===== config.mk =====
export PLATFORM = sky130hd
export DESIGN_NAME = vote_tally_seq
export DESIGN_NICKNAME = d
export VERILOG_FILES = /design/src/rtl/vote_pkg.sv /design/src/rtl/vote_max_scan.sv /design/src/rtl/vote_tally_seq.sv
export SDC_FILE = /design/constraint.sdc
export NUM_CORES = 1
export LEC_CHECK = 0
export ABC_AREA = 1
export CORE_MARGIN = 10
export CORE_UTILIZATION = 58
export CTS_CLUSTER_DIAMETER = 120
export DETAILED_ROUTE_END_ITERATION = 8
export PLACE_DENSITY = 0.8
export SLEW_MARGIN = 20
export SYNTH_ARGS = -nofsm -noshare
export SYNTH_HDL_FRONTEND = slang
export SYNTH_HIERARCHICAL = 1
export SYNTH_SLANG_ARGS = --single-unit

===== constraint.sdc =====
create_clock -name clk -period 2.3 [get_ports clk]
set_input_delay 0.46 -clock clk [delete_from_list [all_inputs] [get_ports clk]]
set_output_delay 0.46 -clock clk [all_outputs]
set_load 0.02 [all_outputs]

===== src/rtl/vote_pkg.sv =====
// ============================================================================
// vote_pkg : shared types and helpers for the ballot tally controller
// Rev 1.0
// ============================================================================
`default_nettype none

package vote_pkg;

    // Widest ballot vector the one-hot helper accepts.
    localparam int MAX_CAND = 32;

    typedef enum logic [1:0] {
        OPEN = 2'd0,
        SCAN = 2'd1,
        DONE = 2'd2
    } state_t;

    // Candidate index width; never narrower than one bit.
    function automatic int cand_w(input int n);
        return (n > 2) ? $clog2(n) : 1;
    endfunction

    // Exactly one bit set; an all-zero vector is not one-hot.
    function automatic logic is_onehot(input logic [MAX_CAND-1:0] vec);
        return (vec != '0) && ((vec & (vec - 1'b1)) == '0);
    endfunction

endpackage

`default_nettype wire


===== src/rtl/vote_max_scan.sv =====
// ============================================================================
// vote_max_scan : serial arg-max over candidate counts, one operand per cycle
// Rev 1.0
// ============================================================================
`default_nettype none

module vote_max_scan
    import vote_pkg::*;
#(
    parameter int NUM_CAND = 3,
    parameter int CNT_W    = 8,
    parameter int CAND_W   = 2
) (
    input  logic              clk,
    input  logic              rst_n,
    input  logic              clear,
    input  logic              step,
    input  logic              start,
    input  logic [CAND_W-1:0] idx,
    input  logic [CNT_W-1:0]  cnt_in,
    output logic [CAND_W-1:0] best_idx,
    output logic [CNT_W-1:0]  best_cnt,
    output logic              tie
);

    // Operand is registered first so the count mux and the comparator sit in
    // separate cycles; this stage is the extra cycle of scan latency.
    logic              op_valid_q, op_valid_d;
    logic              op_start_q, op_start_d;
    logic [CAND_W-1:0] op_idx_q,   op_idx_d;
    logic [CNT_W-1:0]  op_cnt_q,   op_cnt_d;

    logic [CAND_W-1:0] best_idx_q, best_idx_d;
    logic [CNT_W-1:0]  best_cnt_q, best_cnt_d;
    logic              tie_q,      tie_d;

    always_comb begin
        op_valid_d = step;
        op_start_d = start;
        op_idx_d   = idx;
        op_cnt_d   = cnt_in;
        best_idx_d = best_idx_q;
        best_cnt_d = best_cnt_q;
        tie_d      = tie_q;

        if (op_valid_q) begin
            if (op_start_q) begin
                best_idx_d = op_idx_q;
                best_cnt_d = op_cnt_q;
                tie_d      = 1'b0;
            end else if (op_cnt_q > best_cnt_q) begin
                best_idx_d = op_idx_q;
                best_cnt_d = op_cnt_q;
                tie_d      = 1'b0;
            end else if (op_cnt_q == best_cnt_q) begin
                // Strictly-greater replacement keeps the lowest index on a tie.
                tie_d      = 1'b1;
            end
        end

        if (clear) begin
            op_valid_d = 1'b0;
            op_start_d = 1'b0;
            op_idx_d   = '0;
            op_cnt_d   = '0;
            best_idx_d = '0;
            best_cnt_d = '0;
            tie_d      = 1'b0;
        end
    end

    always_ff @(posedge clk) begin
        if (!rst_n) begin
            op_valid_q <= 1'b0;
            op_start_q <= 1'b0;
            op_idx_q   <= '0;
            op_cnt_q   <= '0;
            best_idx_q <= '0;
            best_cnt_q <= '0;
            tie_q      <= 1'b0;
        end else begin
            op_valid_q <= op_valid_d;
            op_start_q <= op_start_d;
            op_idx_q   <= op_idx_d;
            op_cnt_q   <= op_cnt_d;
            best_idx_q <= best_idx_d;
            best_cnt_q <= best_cnt_d;
            tie_q      <= tie_d;
        end
    end

    assign best_idx = best_idx_q;
    assign best_cnt = best_cnt_q;
    assign tie      = tie_q;

endmodule

`default_nettype wire


===== src/rtl/vote_tally_seq.sv =====
// ============================================================================
// vote_tally_seq : one-hot ballot tally with saturating counters and serial winner scan
// Rev 1.0
// ============================================================================
`default_nettype none

module vote_tally_seq
    import vote_pkg::*;
#(
    parameter int  NUM_CAND = 3,
    parameter int  CNT_W    = 8,
    localparam int CAND_W   = cand_w(NUM_CAND)
) (
    input  logic                clk,
    input  logic                rst_n,
    input  logic                ballot_valid,
    output logic                ballot_ready,
    input  logic [NUM_CAND-1:0] ballot_vec,
    input  logic                close_req,
    output logic                result_valid,
    input  logic                result_ready,
    output logic [CAND_W-1:0]   winner_idx,
    output logic [CNT_W-1:0]    winner_cnt,
    output logic                tie,
    output logic [CNT_W-1:0]    spoiled_cnt,
    output logic                sat,
    output logic                busy
);

    localparam logic [CNT_W-1:0]  CNT_MAX  = '1;
    localparam logic [CAND_W-1:0] LAST_IDX = CAND_W'(NUM_CAND - 1);

    state_t            state_q,   state_d;
    logic [CNT_W-1:0]  cnt_q [NUM_CAND];
    logic [CNT_W-1:0]  cnt_d [NUM_CAND];
    logic [CNT_W-1:0]  spoiled_q, spoiled_d;
    logic              sat_q,     sat_d;
    logic [CAND_W-1:0] idx_q,     idx_d;
    logic              drain_q,   drain_d;

    logic              ballot_onehot;
    logic              scan_step;
    logic              scan_clear;

    assign ballot_onehot = is_onehot(MAX_CAND'(ballot_vec));

    always_comb begin
        state_d   = state_q;
        cnt_d     = cnt_q;
        spoiled_d = spoiled_q;
        sat_d     = sat_q;
        idx_d     = idx_q;
        drain_d   = drain_q;

        case (state_q)
            OPEN: begin
                if (ballot_valid) begin
                    if (ballot_onehot) begin
                        for (int i = 0; i < NUM_CAND; i++) begin
                            if (ballot_vec[i]) begin
                                if (cnt_q[i] == CNT_MAX) sat_d = 1'b1;
                                else                     cnt_d[i] = cnt_q[i] + 1'b1;
                            end
                        end
                    end else begin
                        if (spoiled_q == CNT_MAX) sat_d = 1'b1;
                        else                      spoiled_d = spoiled_q + 1'b1;
                    end
                end
                if (close_req) begin
                    state_d = SCAN;
                    idx_d   = '0;
                    drain_d = 1'b0;
                end
            end
            SCAN: begin
                // One extra cycle after the last index lets the comparator
                // absorb the final registered operand.
                if (drain_q) begin
                    state_d = DONE;
                    drain_d = 1'b0;
                end else if (idx_q == LAST_IDX) begin
                    drain_d = 1'b1;
                end else begin
                    idx_d = idx_q + 1'b1;
                end
            end
            DONE: begin
                if (result_ready) begin
                    state_d   = OPEN;
                    spoiled_d = '0;
                    sat_d     = 1'b0;
                    idx_d     = '0;
                    for (int i = 0; i < NUM_CAND; i++) cnt_d[i] = '0;
                end
            end
            default: state_d = OPEN;
        endcase
    end

    always_ff @(posedge clk) begin
        if (!rst_n) begin
            state_q   <= OPEN;
            spoiled_q <= '0;
            sat_q     <= 1'b0;
            idx_q     <= '0;
            drain_q   <= 1'b0;
            for (int i = 0; i < NUM_CAND; i++) cnt_q[i] <= '0;
        end else begin
            state_q   <= state_d;
            spoiled_q <= spoiled_d;
            sat_q     <= sat_d;
            idx_q     <= idx_d;
            drain_q   <= drain_d;
            for (int i = 0; i < NUM_CAND; i++) cnt_q[i] <= cnt_d[i];
        end
    end

    assign scan_step  = (state_q == SCAN) && !drain_q;
    assign scan_clear = (state_q == DONE) && result_ready;

    vote_max_scan #(
        .NUM_CAND (NUM_CAND),
        .CNT_W    (CNT_W),
        .CAND_W   (CAND_W)
    ) u_max_scan (
        .clk      (clk),
        .rst_n    (rst_n),
        .clear    (scan_clear),
        .step     (scan_step),
        .start    (idx_q == '0),
        .idx      (idx_q),
        .cnt_in   (cnt_q[idx_q]),
        .best_idx (winner_idx),
        .best_cnt (winner_cnt),
        .tie      (tie)
    );

    assign ballot_ready = (state_q == OPEN);
    assign result_valid = (state_q == DONE);
    assign busy         = (state_q != OPEN);
    assign spoiled_cnt  = spoiled_q;
    assign sat          = sat_q;

endmodule

`default_nettype wire


==> metrics.csv <==
metric;value;unit
status;complete, no violations;
number of synthesized flops with an enable pin;0;
worst-case clock buffer depth;2;
crit start category;flop;
buffers inserted by post-CTS timing repair;0;
Detailed Routing Iterations Pass 1;5;
remaining global-route overflow;0;
clock tree from TritonCTS;yes;
vias post-DR;3630;
total power per unit cell area;625.2;nW/um2
class of the most critical hold timing path;reg -> reg;
most frequent cells after synthesis;nand2_1, inv_1, nor2_1;
Yosys top cell area share;32.59;%
post-DR vias/cell;5.223;
count of antenna-violating nets left after detailed routing;0;
XOR/XNOR share of the synthesized area;1.402;%
I/O Buffers;30;
Post-synth ARST share;0;%
Ports;31;
total of max-cap violations;0;
Synth warnings;6;
aggregate global-route resource usage;17.35;%
sequential-to-total area share from yosys stat;32.59;%
leading area contributor after synthesis;dfxtp_1;
initial antenna violation count;0;
half-perimeter wire length after detailed placement;6507;um
dominant cell by count in the synthesized netlist;nand2_1;
Worst Setup End Kind;output pin;
fin nets;635;
antenna diode count;0;
largest cells by area after synthesis;dfxtp_1, nand2_1, inv_1;
TNS Setup;0;ps
initial cell density of the core;59.35;%
distinct cell type count after synthesis;36;
Detailed Route WL;8660;um
Worst Skew;5.663;ps
clock-pin transition on the worst setup and hold timing paths;70;ps
gp weighted congestion;0.9157;
H-tree Lvls;3;
number of hold-slack violations in the final timing report;0;
period utilization;92.76;%
first-pass GRT wire length;14720;um
multiplexer share of the synthesized area;0;%
largest driver fanout on the critical path;7;
area share of and/or/nand/nor cells after synthesis;38.33;%
# hold bufs at CTS;0;
Fmax;0.4687;GHz
setup repair after global routing missed its margin;no;
final count of pins violating max slew;0;
data required time of the critical path;1840;ps
pin slew with the least headroom to its limit;734.7;ps
area overhead of the layout relative to synthesis;14.52;%
sink count of the clock tree;61;
Post-Synthesis Cell Area;3747;um2
DRT iter0 DRCs;272;
core region area;6314;um2
number of global-route vias before repair;3323;
post-synth net total;605;
worst supply voltage drop on vdd;0.0006523;V
number of remaining DRC errors;0;
fraction of final layout cells with drive strength greater than 1;7.443;%
adder and majority gate portion of the synthesized area;4.674;%
worst slew margin relative to its limit;50.95;%
Cells after Synth;583;
chip width;100.4;um
pin count of the biggest net entering global routing;33;
commonest register cell after synthesis;dfxtp_1;
wire per inst;12.46;um
number of storage elements in the synthesis netlist;61;
share of the synthesized area in compound gates (AO/OA/AOI/OAI);11.32;%
combinational family with the most area after synthesis;simple AND/OR/NAND/NOR gates;
clock root buffer;clkbuf_8;
classification of the worst setup path;reg -> out;
static leakage;0.001834;uW
minimum setup slack after placement;241.4;ps
Die Height;100.4;um
post-cts sizing count;0;
number of filler cells placed in the layout;564;
number of setup violations in the final report;0;
Total Die Area;10080;um2
later-pin clock latency in the skew report;330;ps
setup slack after layout;166.5;ps
row cnt;29;
crit path DAT;1670;ps
Tmin final;2133;ps
mean post-synth cell area;6.428;um2
cts bufs inserted;9;
## power by group
part	switching, uW	internal (uW)
Clock	430	559
Sequential	50.1	1110
Combinational	344	193
## cell type report
type                    count  area (um2)  area share (%)
multi-input cells         419        2088           48.66
flip-flops and latches     61        1221           28.45
repair buffers             36       345.3           8.047
inverters                  86       330.3           7.697
clock buffers              11       151.4           3.528
well taps                  77       96.34           2.245
clock inverters             5       58.81           1.370
## flip-flops by register name, indices dropped and copies added, names as in the netlist
name	flops
drain_q	1
u_max_scan/best_cnt	8
u_max_scan/op_valid_q	1
spoiled_cnt	8
idx_q	2
state_q	2
u_max_scan/op_idx_q	2
sat	1
cnt_q	24
u_max_scan/op_cnt_q	8
u_max_scan/best_idx	2
u_max_scan/tie	1
u_max_scan/op_start_q	1
## final timing paths
check,slack (ps),to,from,cells after the start
setup / recovery,170,busy,state_q[0],3
hold / removal,450,sat,sat,2
setup reg to reg,480,u_max_scan/best_cnt[1],u_max_scan/best_cnt[7],9
hold reg to reg,450,sat,sat,2
## logic make-up after synthesis
logic type                 after synthesis
and+or+nand+nor                        319
xor gates and xnor gates                 6
buffers and inverters                  103
AOI/OAI and AO/OA                       80
DFF                                     61
adders and majority gates               14
## worst max-delay path, cell delays in order (launching register included)
cell             delay, ps
dfxtp_1                500
nor2_8                  80
inv_1                  130
clkdlybuf4s50_1        630
## cell usage in the layout, fill, tap and decap left out, types with 8 or more instances in the layout
| cell type | synthesis | routed |
|---|---|---|
| nand2_1 | 156 | 156 |
| inv_1 | 81 | 81 |
| nor2_1 | 76 | 76 |
| dfxtp_1 | 61 | 61 |
| a21oi_1 | 53 | 53 |
| nand3_1 | 48 | 48 |
| clkdlybuf4s50_1 | 0 | 30 |
| o21ai_0 | 21 | 21 |
| ha_1 | 14 | 14 |
| clkbuf_8 | 0 | 11 |
| nand4_1 | 8 | 8 |
## layer usage
metal	vias up	global-route usage [%]	wire, um
li1	1897	-	-
met1	1599	21.48	3733
met2	121	28.19	4127
met3	13	4.602	701
met4	0	6.304	98
met5	-	0	0
## stage by stage
step	cells	total power, uW	hold slack (ps)	cell area [um2]	utilization [%]
detailed placement	679	1720	443.1	4081	64.65
global placement	679	1699	433.2	4081	64.65
CTS	695	2705	453.9	4292	67.97
finish	695	2683	449.4	4292	67.97
floorplan	583	1587	424.1	3747	-
global route	695	2830	492.1	4292	67.97
Note: power is estimated with default switching activity, not from simulation.
